$ cat src/rtl/barramento_arbitrado.sv
// Registered, arbitrated bus shared by N_PORTAS units: one writer granted per cycle,
// word broadcast one clock later to every reading port.

module barramento_porta #(
  parameter int LARGURA = 16
) (
  input  logic               ocupado,
  input  logic               req_r,
  input  logic [LARGURA-1:0] barramento,
  output logic               valido,
  output logic [LARGURA-1:0] dado
);
  assign valido = ocupado & req_r;
  assign dado   = valido ? barramento : '0;
endmodule

module barramento_arbitrado #(
  parameter int LARGURA   = 16,
  parameter int N_PORTAS  = 6,
  parameter int MODO_ARB  = 0,
  parameter int LARG_CONT = 8
) (
  input  logic                          clk,
  input  logic                          rst,
  input  logic [N_PORTAS-1:0]           req_w,
  input  logic [N_PORTAS*LARGURA-1:0]   dado_w,
  input  logic [N_PORTAS-1:0]           req_r,
  output logic [N_PORTAS-1:0]           gnt_w,
  output logic [N_PORTAS*LARGURA-1:0]   dado_r,
  output logic [N_PORTAS-1:0]           valido_r,
  output logic                          ocupado,
  output logic [LARG_CONT-1:0]          colisoes
);
  localparam int IW     = $clog2(N_PORTAS);
  localparam int STAGES = 1;

  logic [N_PORTAS-1:0][LARGURA-1:0] dw, dr;
  logic [IW-1:0]                    ult_gnt, idx;
  logic                             achou;
  logic [LARGURA-1:0]               barramento_reg;
  logic [STAGES:0]                  vld_pipe;

  assign dw = dado_w;

  // Priority search; round robin starts just after the last granted port and wraps.
  always_comb begin
    idx   = '0;
    achou = 1'b0;
    gnt_w = '0;
    if (MODO_ARB == 0) begin
      for (int i = 0; i < N_PORTAS; i++)
        if (!achou && req_w[i]) begin
          achou = 1'b1;
          idx   = IW'(i);
        end
    end else begin
      for (int k = 1; k <= N_PORTAS; k++) begin
        int j;
        j = (int'(ult_gnt) + k) % N_PORTAS;
        if (!achou && req_w[j]) begin
          achou = 1'b1;
          idx   = IW'(j);
        end
      end
    end
    if (achou) gnt_w[idx] = 1'b1;
  end

  assign vld_pipe[0] = achou;
  assign ocupado     = vld_pipe[STAGES];

  always_ff @(posedge clk) begin
    if (rst) begin
      barramento_reg       <= '0;
      vld_pipe[STAGES:1]   <= '0;
      colisoes             <= '0;
      ult_gnt              <= IW'(N_PORTAS - 1);
    end else begin
      vld_pipe[STAGES:1] <= vld_pipe[STAGES-1:0];
      if (achou) begin
        barramento_reg <= dw[idx];
        ult_gnt        <= idx;
      end
      if ($countones(req_w) >= 2 && colisoes != {LARG_CONT{1'b1}})
        colisoes <= colisoes + 1'b1;
    end
  end

  for (genvar i = 0; i < N_PORTAS; i++) begin : g_porta
    barramento_porta #(.LARGURA(LARGURA)) u_porta (
      .ocupado    (ocupado),
      .req_r      (req_r[i]),
      .barramento (barramento_reg),
      .valido     (valido_r[i]),
      .dado       (dr[i])
    );
  end

  assign dado_r = dr;
endmodule

$ cat config.mk
export PLATFORM = sky130hd
export DESIGN_NAME = barramento_arbitrado
export DESIGN_NICKNAME = d
export VERILOG_FILES = /design/src/rtl/barramento_arbitrado.sv
export SDC_FILE = /design/constraint.sdc
export NUM_CORES = 1
export LEC_CHECK = 0
export ABC_CLOCK_PERIOD_IN_PS = 3250
export CAP_MARGIN = 0
export CORE_ASPECT_RATIO = 0.6
export CORE_MARGIN = 2
export CORE_UTILIZATION = 33
export CTS_CLUSTER_DIAMETER = 30
export DETAILED_ROUTE_END_ITERATION = 10
export PLACE_DENSITY_LB_ADDON = 0.1
export SLEW_MARGIN = 0
export SYNTH_ARGS = -nofsm -noshare
export SYNTH_HDL_FRONTEND = slang
export SYNTH_HIERARCHICAL = 1
export SYNTH_SLANG_ARGS = --single-unit
export TNS_END_PERCENT = 100
$ cat constraint.sdc
create_clock -name clk -period 3.25 [get_ports clk]
set_input_delay 0.325 -clock clk [delete_from_list [all_inputs] [get_ports clk]]
set_output_delay 0.325 -clock clk [all_outputs]
set_load 0.05 [all_outputs]
==> results.sh <==
export IMPL_endpoint_kind="output pin"
export IMPL_grt_pass1_wl_um=16700
export IMPL_insertion_delay_ps=260
export IMPL_final_util=0.635
export IMPL_p_sw_mw=0.587
export IMPL_grt_overflow_total=0
export IMPL_routed_wl_um=10900
export IMPL_clk_pin_slew_worst_paths_ps=60
export IMPL_clkPwrFrac=0.195
export IMPL_final_cells=681
export IMPL_yosys_area_top_type_share=0.184
export IMPL_area_growth_syn_to_layout_pct=85.6
export IMPL_seq_area_frac_synth=0.184
export IMPL_antenna_cells=0
export IMPL_worst_slew_pin_transition_ps=671
export IMPL_synth_avg_cell_area_um2=7.43
export IMPL_fin_setup_tns_ps=0
export IMPL_drc_errors=0
export IMPL_setup_ws_ps=403
export IMPL_start_util=0.342
export IMPL_grt_pass1_vias=3195
export IMPL_cts_root_buffer="clkbuf_16"
export IMPL_synth_cells=366
export IMPL_setup_viol=0
export IMPL_hold_class="reg -> reg"
export IMPL_p_int_mw=0.842
export IMPL_worst_clock_skew_ps=4.25
export IMPL_largest_reg_flops=16
export IMPL_cap_violations=0
export IMPL_rsz0062_at_grt="false"
export IMPL_gp_routability_congestion=0.849
export IMPL_dieArea_um2=9000
export IMPL_hold_buffers=0
export IMPL_dpl_cell_count=677
export IMPL_yosys_area_top_type="dfxtp_1"
export IMPL_die_w_um=121
export IMPL_slew_viol_final=0
export IMPL_ys_async_sr_fraction=0
export IMPL_port_buffers=226
export IMPL_hold_violations=0
export IMPL_grt_max_degree=104
export IMPL_postCtsSetupRepairBufs=0
export IMPL_hpwlAfterDp_um=8870
export IMPL_antenna_left=0
export IMPL_synth_edf_count=0
export IMPL_critical_path_required_ps=2920
export IMPL_core_um2=7950
export IMPL_final_common_cell="clkdlybuf4s50_1"
export IMPL_ir_worst_vdd_mv=0.193
export IMPL_path_max_fanout=10
export IMPL_final_min_clock_period_ps=2850
export IMPL_syn_area_um2=2720
export IMPL_leakagePower_nw=2.25
export IMPL_antenna_found_initial=0
export IMPL_cp_arrival_ps=2520
export IMPL_criticalPathCategory="in -> out"
export IMPL_via_count=3453
export IMPL_nets=694
export IMPL_cts_sinks=25
export IMPL_layout_common_cells="clkdlybuf4s50_1, nand2_1, and3_1, and3_2, dfxtp_1"
export IMPL_post_drt_wl_per_cell_um=16.1
export IMPL_syn_num_nets=486
export IMPL_h_tree_depth=1
export IMPL_cts_buffers_inserted=3
export IMPL_period_share=0.876
export IMPL_combPwrFrac=0.530
export IMPL_fmax_mhz=351
export IMPL_ys_ff_latch=25
export IMPL_fillers=707
export IMPL_outcome="finished, final reports clean"
export IMPL_num_io_pins=227
export IMPL_fp_dieH_um=74.3
export IMPL_place_ws_ps=124
export IMPL_synth_area_top_cells="dfxtp_1, and3_1, and3_2"
export IMPL_drive_above_1_share=0.113
export IMPL_first_pass_iters=4
export IMPL_synth_cell_types=39
export IMPL_cts_resized_gates=0
export IMPL_clockBufferDepth=2
export IMPL_swShare=0.411
export IMPL_grtUsageTotal=0.234
export IMPL_seqPwrFrac=0.275
export IMPL_dr_first_iter_drc_count=122
export IMPL_rows=25
export IMPL_relSlewSlack=0.550
export IMPL_yosys_warnings=6
export IMPL_p_per_area_nw_per_um2=283
export IMPL_synth_main_ff_cell="dfxtp_1"
export IMPL_viasPerCell=5.07
export IMPL_cts_tree="yes"
export IMPL_start_kind="primary input"
-- worst paths after layout --
check	start	endpoint	slack [ps]	depth (start not counted)
worst max-delay path	req_w[0]	gnt_w[4]	400	6
worst min-delay path	colisoes[7]	colisoes[7]	560	2
worst min register to register	colisoes[7]	colisoes[7]	560	2
worst max register to register	colisoes[0]	colisoes[6]	1570	7
-- cells by family after synthesis --
family          count (synthesis)  synth area share
buf+inv                        35            0.0879
flops                          25             0.184
fa+ha+maj                      10            0.0515
compound gates                 48             0.135
xor+xnor                        7            0.0225
simple gates                  228             0.471
mux                            13            0.0479
-- cells in the mapped netlist (8+ instances only) --
| master | count |
|---|---|
| a31oi_1 | 16 |
| a32o_1 | 8 |
| and3_1 | 60 |
| and3_2 | 42 |
| buf_4 | 12 |
| dfxtp_1 | 25 |
| ha_1 | 8 |
| mux2i_1 | 13 |
| nand2_1 | 63 |
| nand3_1 | 20 |
| nor2_1 | 20 |
-- critical path, cell delays in order --
cell	delay, ps
clkdlybuf4s50_1	430
inv_1	90
ha_1	330
nor3b_1	360
and2_1	180
clkdlybuf4s50_1	790
-- area by class of cell --
type | instances | area, um2 | area share
tap | 108 | 135 | 0.0268
inverter | 6 | 22.5 | 0.00446
clock inverter | 1 | 8.76 | 0.00174
sequential | 25 | 502 | 0.0994
timing repair buffer | 232 | 2320 | 0.459
clock buffer | 3 | 75.1 | 0.0149
multi-input combinational | 306 | 1990 | 0.394
-- routing by layer --
metal  wire, um  share of wire  global-route usage
met5          0              0                   0
met4        144          0.013              0.0524
met3        777          0.071              0.0468
met2       5210           0.48               0.405
met1       4820           0.44               0.307
-- per-stage QoR --
step	total power [mW]	hold WS [ps]	area (um2)
after floorplan	0.838	507	2720
after global placement	1.14	545	4960
after detailed placement	1.16	542	4960
after CTS	1.44	557	5050
after global routing	1.51	606	5050
final	1.43	558	5050
-- power by group through the flow --
stage | Sequential (mW) | Combinational, mW | Clock [mW]
floorplan | 0.419 | 0.419 | 0
global placement | 0.397 | 0.748 | 0
detailed placement | 0.400 | 0.757 | 0
CTS | 0.392 | 0.758 | 0.284
global route | 0.401 | 0.806 | 0.300
finish | 0.394 | 0.756 | 0.278
Note: power is estimated with default switching activity, not from simulation.
==> RTL edit 1 (same settings) <==
Set the parameter `N_PORTAS` to 7 (it was 6).
--- a/src/rtl/barramento_arbitrado.sv
+++ b/src/rtl/barramento_arbitrado.sv
@@ -17,5 +17,5 @@
 module barramento_arbitrado #(
   parameter int LARGURA   = 16,
-  parameter int N_PORTAS  = 6,
+  parameter int N_PORTAS  = 7,
   parameter int MODO_ARB  = 0,
   parameter int LARG_CONT = 8
Interface: changed (6 resized); port bits go from 227 to 263. The function was not compared with the original's and may differ.
==> RTL edit 1 against the unedited design <==
- cell area grew 22%
- setup slack got worse by 210 ps
- sequential cell count did not move
- wire length increased by 45%
- worst hold slack worse by 52 ps
- synthesized area is 24% higher
- count of clock-buffer cells in the layout stayed put
- clock power is 2% lower
- power increased by 12%
- non-clock buffer count up 54
- critical path type is now in2reg
- highest routed layer unchanged
==> RTL edit 1: results (changes against the unedited design) <==
Outcome
  – Status: completed

Global route
  – Grt met3 use: 4.579% (-0.099 points)
  – Initial antenna violation count: 0 (unchanged)
  – Largest net degree at the start of global routing: 63 (-39%)
  – Met2 Usage GRT: 45.51% (+5.0 points)
  – Met1 Resource Use GR: 34.90% (+4.2 points)
  – First-pass GRT wire length: 22.91 mm (+37%)
  – Total global-route track usage: 26.25% (+2.8 points)
  – Vias in the first global route: 4252 (+33%)

Synth
  – Register area share after synthesis: 14.90% (-3.5 points)
  – Synthesized Nets: 605 (+24%)
  – YS warnings: 6 (unchanged)
  – Synth Area in XOR/XNOR: 1.565% (-0.69 points)
  – Mux share of post-synthesis cell area: 0.5961% (-4.2 points)
  – Synth Area in Adders: 4.769% (-0.39 points)
  – Commonest register cell after synthesis: dfxtp_1
  – Average cell area after synthesis: 7.206 um^2 (-3.0%)
  – Most frequent cells after synthesis: and3_1 (69), and3_2 (49), a31oi_1 (48)
  – Synth area leaders: dfxtp_1 (15%), and3_1 (13%), and3_2 (11%), a31oi_1 (8.9%), nor3_1 (4.8%)
  – Compound-Gate Fraction of Synth Area: 25.30% (+12 points)

Placed design
  – Detail Placement HPWL: 12.51 mm (+41%)
  – Post-Place Worst Slack: -347.8 ps (-471.7 ps)
  – Routability cong.: 0.8967 (+5.7%)
  – Port Buffers: 262 (+16%)
  – Area after DPL: 6061 um^2 (+22%)
  – Placed insts: 837 (+24%)

Detailed routing
  – M1 WL: 6.907 mm (+43%)
  – Drt initial violations: 309 (+150%)
  – Drt pass-1 iters: 5 (+1)
  – WL final: 15.82 mm (+45%)
  – Met2 routed WL: 7.351 mm (+41%)
  – Vias per cell: 5.557 (+9.6%)
  – Met3 wire length: 1.403 mm (+81%)
  – Vias post-DR: 4679 (+36%)

Worst setup path
  – Slowest cell on the critical path: clkdlybuf4s50_1
  – CP max FO: 8 (-2)
  – Worst reg-to-reg path cell count: 6 (-1)
  – Arr. time, crit path: 3170 ps (+650 ps)
  – CP peak stage delay: 490 ps (-300 ps)

Layout
  – Fin nets: 847 (+22%)
  – Ratio of cells with drive above 1 in the final layout: 13.44% (+2.1 points)

Clocking
  – Post-CTS Resized: 2 (+2)
  – Bufs on Longest Clock Path: 2 (unchanged)

Pwr
  – NetSw: 693.8 uW (+18%)
  – Reg power frac: 25.6% (-1.9 points)
  – Tot Pwr: 1596 uW (+12%)
  – Peak supply drop: 0.1868 mV (-3.0%)
  – Leak Pwr: 0.002604 uW (+16%)
  – Combinational power: 916 uW (+21%)

Timing
  – Setup Skew: 0.6445 ps (-3.607 ps)
  – Worst-Margin Slew: 850.9 ps (+180.0 ps)
## RTL edit 1: worst max-delay path: cells and delay by family
kind            cells  cell delay (ps)
fa+ha+maj           4             1220
buf+inv             6              920
compound gates      2              300
mux                 1              200
simple gates        2              190
## RTL edit 1: worst paths after layout
path,end,start,slack [ps]
setup / recovery,colisoes[5]$_SDFFE_PP0P_,req_w[0],190
hold / removal,colisoes[1]$_SDFFE_PP0P_,colisoes[1]$_SDFFE_PP0P_,510
setup reg to reg,colisoes[0]$_SDFFE_PP0P_,colisoes[0]$_SDFFE_PP0P_,1750
hold reg to reg,colisoes[1]$_SDFFE_PP0P_,colisoes[1]$_SDFFE_PP0P_,510
## RTL edit 1: area by class of cell
cell class | count | area [um^2]
Inverter | 13 | 48.80
Sequential cell | 25 | 501.7
Fill cell | 856 | 3707
Multi-Input combinational cell | 379 | 2525
Clock inverter | 1 | 5.005
Clock buffer | 3 | 75.07
Tap cell | 135 | 168.9
Timing Repair Buffer | 286 | 2848
==> RTL edit 2 (same flow settings) <==
Without the edit above. Make the reset (`rst`) asynchronous in one clocked block.
--- a/src/rtl/barramento_arbitrado.sv
+++ b/src/rtl/barramento_arbitrado.sv
@@ -70,5 +70,5 @@
   assign ocupado     = vld_pipe[STAGES];
 
-  always_ff @(posedge clk) begin
+  always_ff @(posedge clk or posedge rst) begin
     if (rst) begin
       barramento_reg       <= '0;
Check against the original RTL: differs if rst is asserted again (counterexample within 4 cycles, from zero or initial values and one cycle with rst high); with rst held inactive, the same outputs for 10 cycles.
==> RTL edit 2 against the unedited design <==
- setup slack gained 50 ps
- global-route usage increased by 0.52 points
- synthesized area rose by 13%
- power increased by 53%
- non-clock buffer count is 7 higher
- critical path depth is the same
- cell area grew 6.8%
- wire length up 19%
- sequential cell count did not move
==> RTL edit 2: results (changes against the unedited design) <==
Outcome
  – Status: completed

Layout
  – Filler instances: 850 (+20%)
  – Non-CTS buffers: 239 (+3.0%)
  – Clock-cell share of area: 1.486% (-0.18 points)
  – Ratio of cells with drive above 1 in the final layout: 12.54% (+1.2 points)
  – Comb_multi_in: 324 (+5.9%)
  – Post-layout util: 59.09% (-4.4 points)
  – Multi-input logic portion of the cell area: 39.81% (+0.44 points)
  – Sequential cell area share: 11.63% (+1.7 points)
  – Non-clock buffering overhead: 43.96% (-1.9 points)
  – Fin nets: 719 (+3.6%)

Placed design
  – Placed insts: 710 (+4.9%)
  – Routability cong.: 0.8904 (+4.9%)
  – Detail Placement HPWL: 9.895 mm (+12%)
  – Area after DPL: 5310 um^2 (+7.0%)
  – Post-Place Worst Slack: 305.0 ps (+181.0 ps)

Clocking
  – Total CTS buffers: 3 (unchanged)

Synth
  – Synth area leaders: dfrtp_1 (20%), and3_1 (11%), and3_2 (10%), a31oi_1 (9.8%), nor3_1 (7.8%)
  – Async set-reset flop share out of synthesis: 100.0% (+100 points)
  – Synth unique cells: 40 (+2.6%)
  – Register area share after synthesis: 20.36% (+2.0 points)
  – Cell taking the most area after synthesis: dfrtp_1
  – YS warnings: 6 (unchanged)
  – Post-Syn Instances: 398 (+8.7%)
  – Most frequent cells after synthesis: and3_1 (55), a31oi_1 (48), nor3_1 (48)

Pwr
  – Leak Pwr: 0.002290 uW (+1.9%)
  – Peak supply drop: 0.2228 mV (+16%)
  – Logic pwr share: 64.4% (+11 points)
  – Int Power: 1106 uW (+31%)
  – Combinational power: 1410 uW (+87%)
  – Clk pwr: 279 uW (about the same)

Timing
  – Worst hold slack: 502.7 ps (-55.28 ps)
  – Slew Limit Headroom: 16.55% (-38 points)
  – Setup Skew: 0.3076 ps (-3.944 ps)

Worst setup path
  – Setup slack, reg-to-reg: 1670 ps (+100 ps)
  – Worst setup endpoint: gnt_w[5]
  – RR Endpoint: colisoes[1]$_DFFE_PP0P_
  – CP max FO: 9 (-1)
  – Reg-to-reg startpoint: colisoes[4]$_DFFE_PP0P_
  – Arr. time, crit path: 2470 ps (-50 ps)

Detailed routing
  – WL per Instance: 18.24 um (+14%)
  – Drt initial violations: 196 (+61%)
  – Vias per cell: 5.394 (+6.4%)
  – Vias post-DR: 3851 (+12%)

Global route
  – Vias in the first global route: 3542 (+11%)
  – Total global-route track usage: 23.96% (+0.52 points)
  – First-pass GRT wire length: 19.41 mm (+16%)
  – Largest net degree at the start of global routing: 57 (-45%)

Min path
  – Hold Startpoint: colisoes[7]$_DFFE_PP0P_
  – Hold Path Sink: colisoes[7]$_DFFE_PP0P_
  – Hold Crit Depth: 1 (-1)
-- RTL edit 2: cell count changes in the layout (fill, tap and decap cells not counted), moves of 16 or more --
| cell | delta |
|---|---|
| a31oi_1 | +32 |
| and4b_1 | +16 |
| dfrtp_1 | +24 |
| dfxtp_1 | -24 |
| nand2_1 | -28 |
| nand3_1 | -18 |
| nor3_1 | +48 |
| nor4b_1 | +16 |
-- RTL edit 2: cells by family after synthesis --
logic type                 after synthesis  synth area share (%)
xor gates and xnor gates                 7                 1.995
muxes                                    2                0.6922
DFF                                     25                 20.36
and+or+nand+nor                        252                 50.65
AOI/OAI and AO/OA                       53                 11.65
buffers and inverters                   49                 10.10
adders and majority gates               10                 4.560
-- RTL edit 2: routing by layer --
layer	routed length, um	track usage, %	part of all wire, %	vias up
li1	-	-	-	1893
met1	6071	33.47	47	1788
met2	5873	39.47	45	164
met3	1016	4.515	7.8	6
met4	63	3.370	0.48	0
met5	0	0	0	-
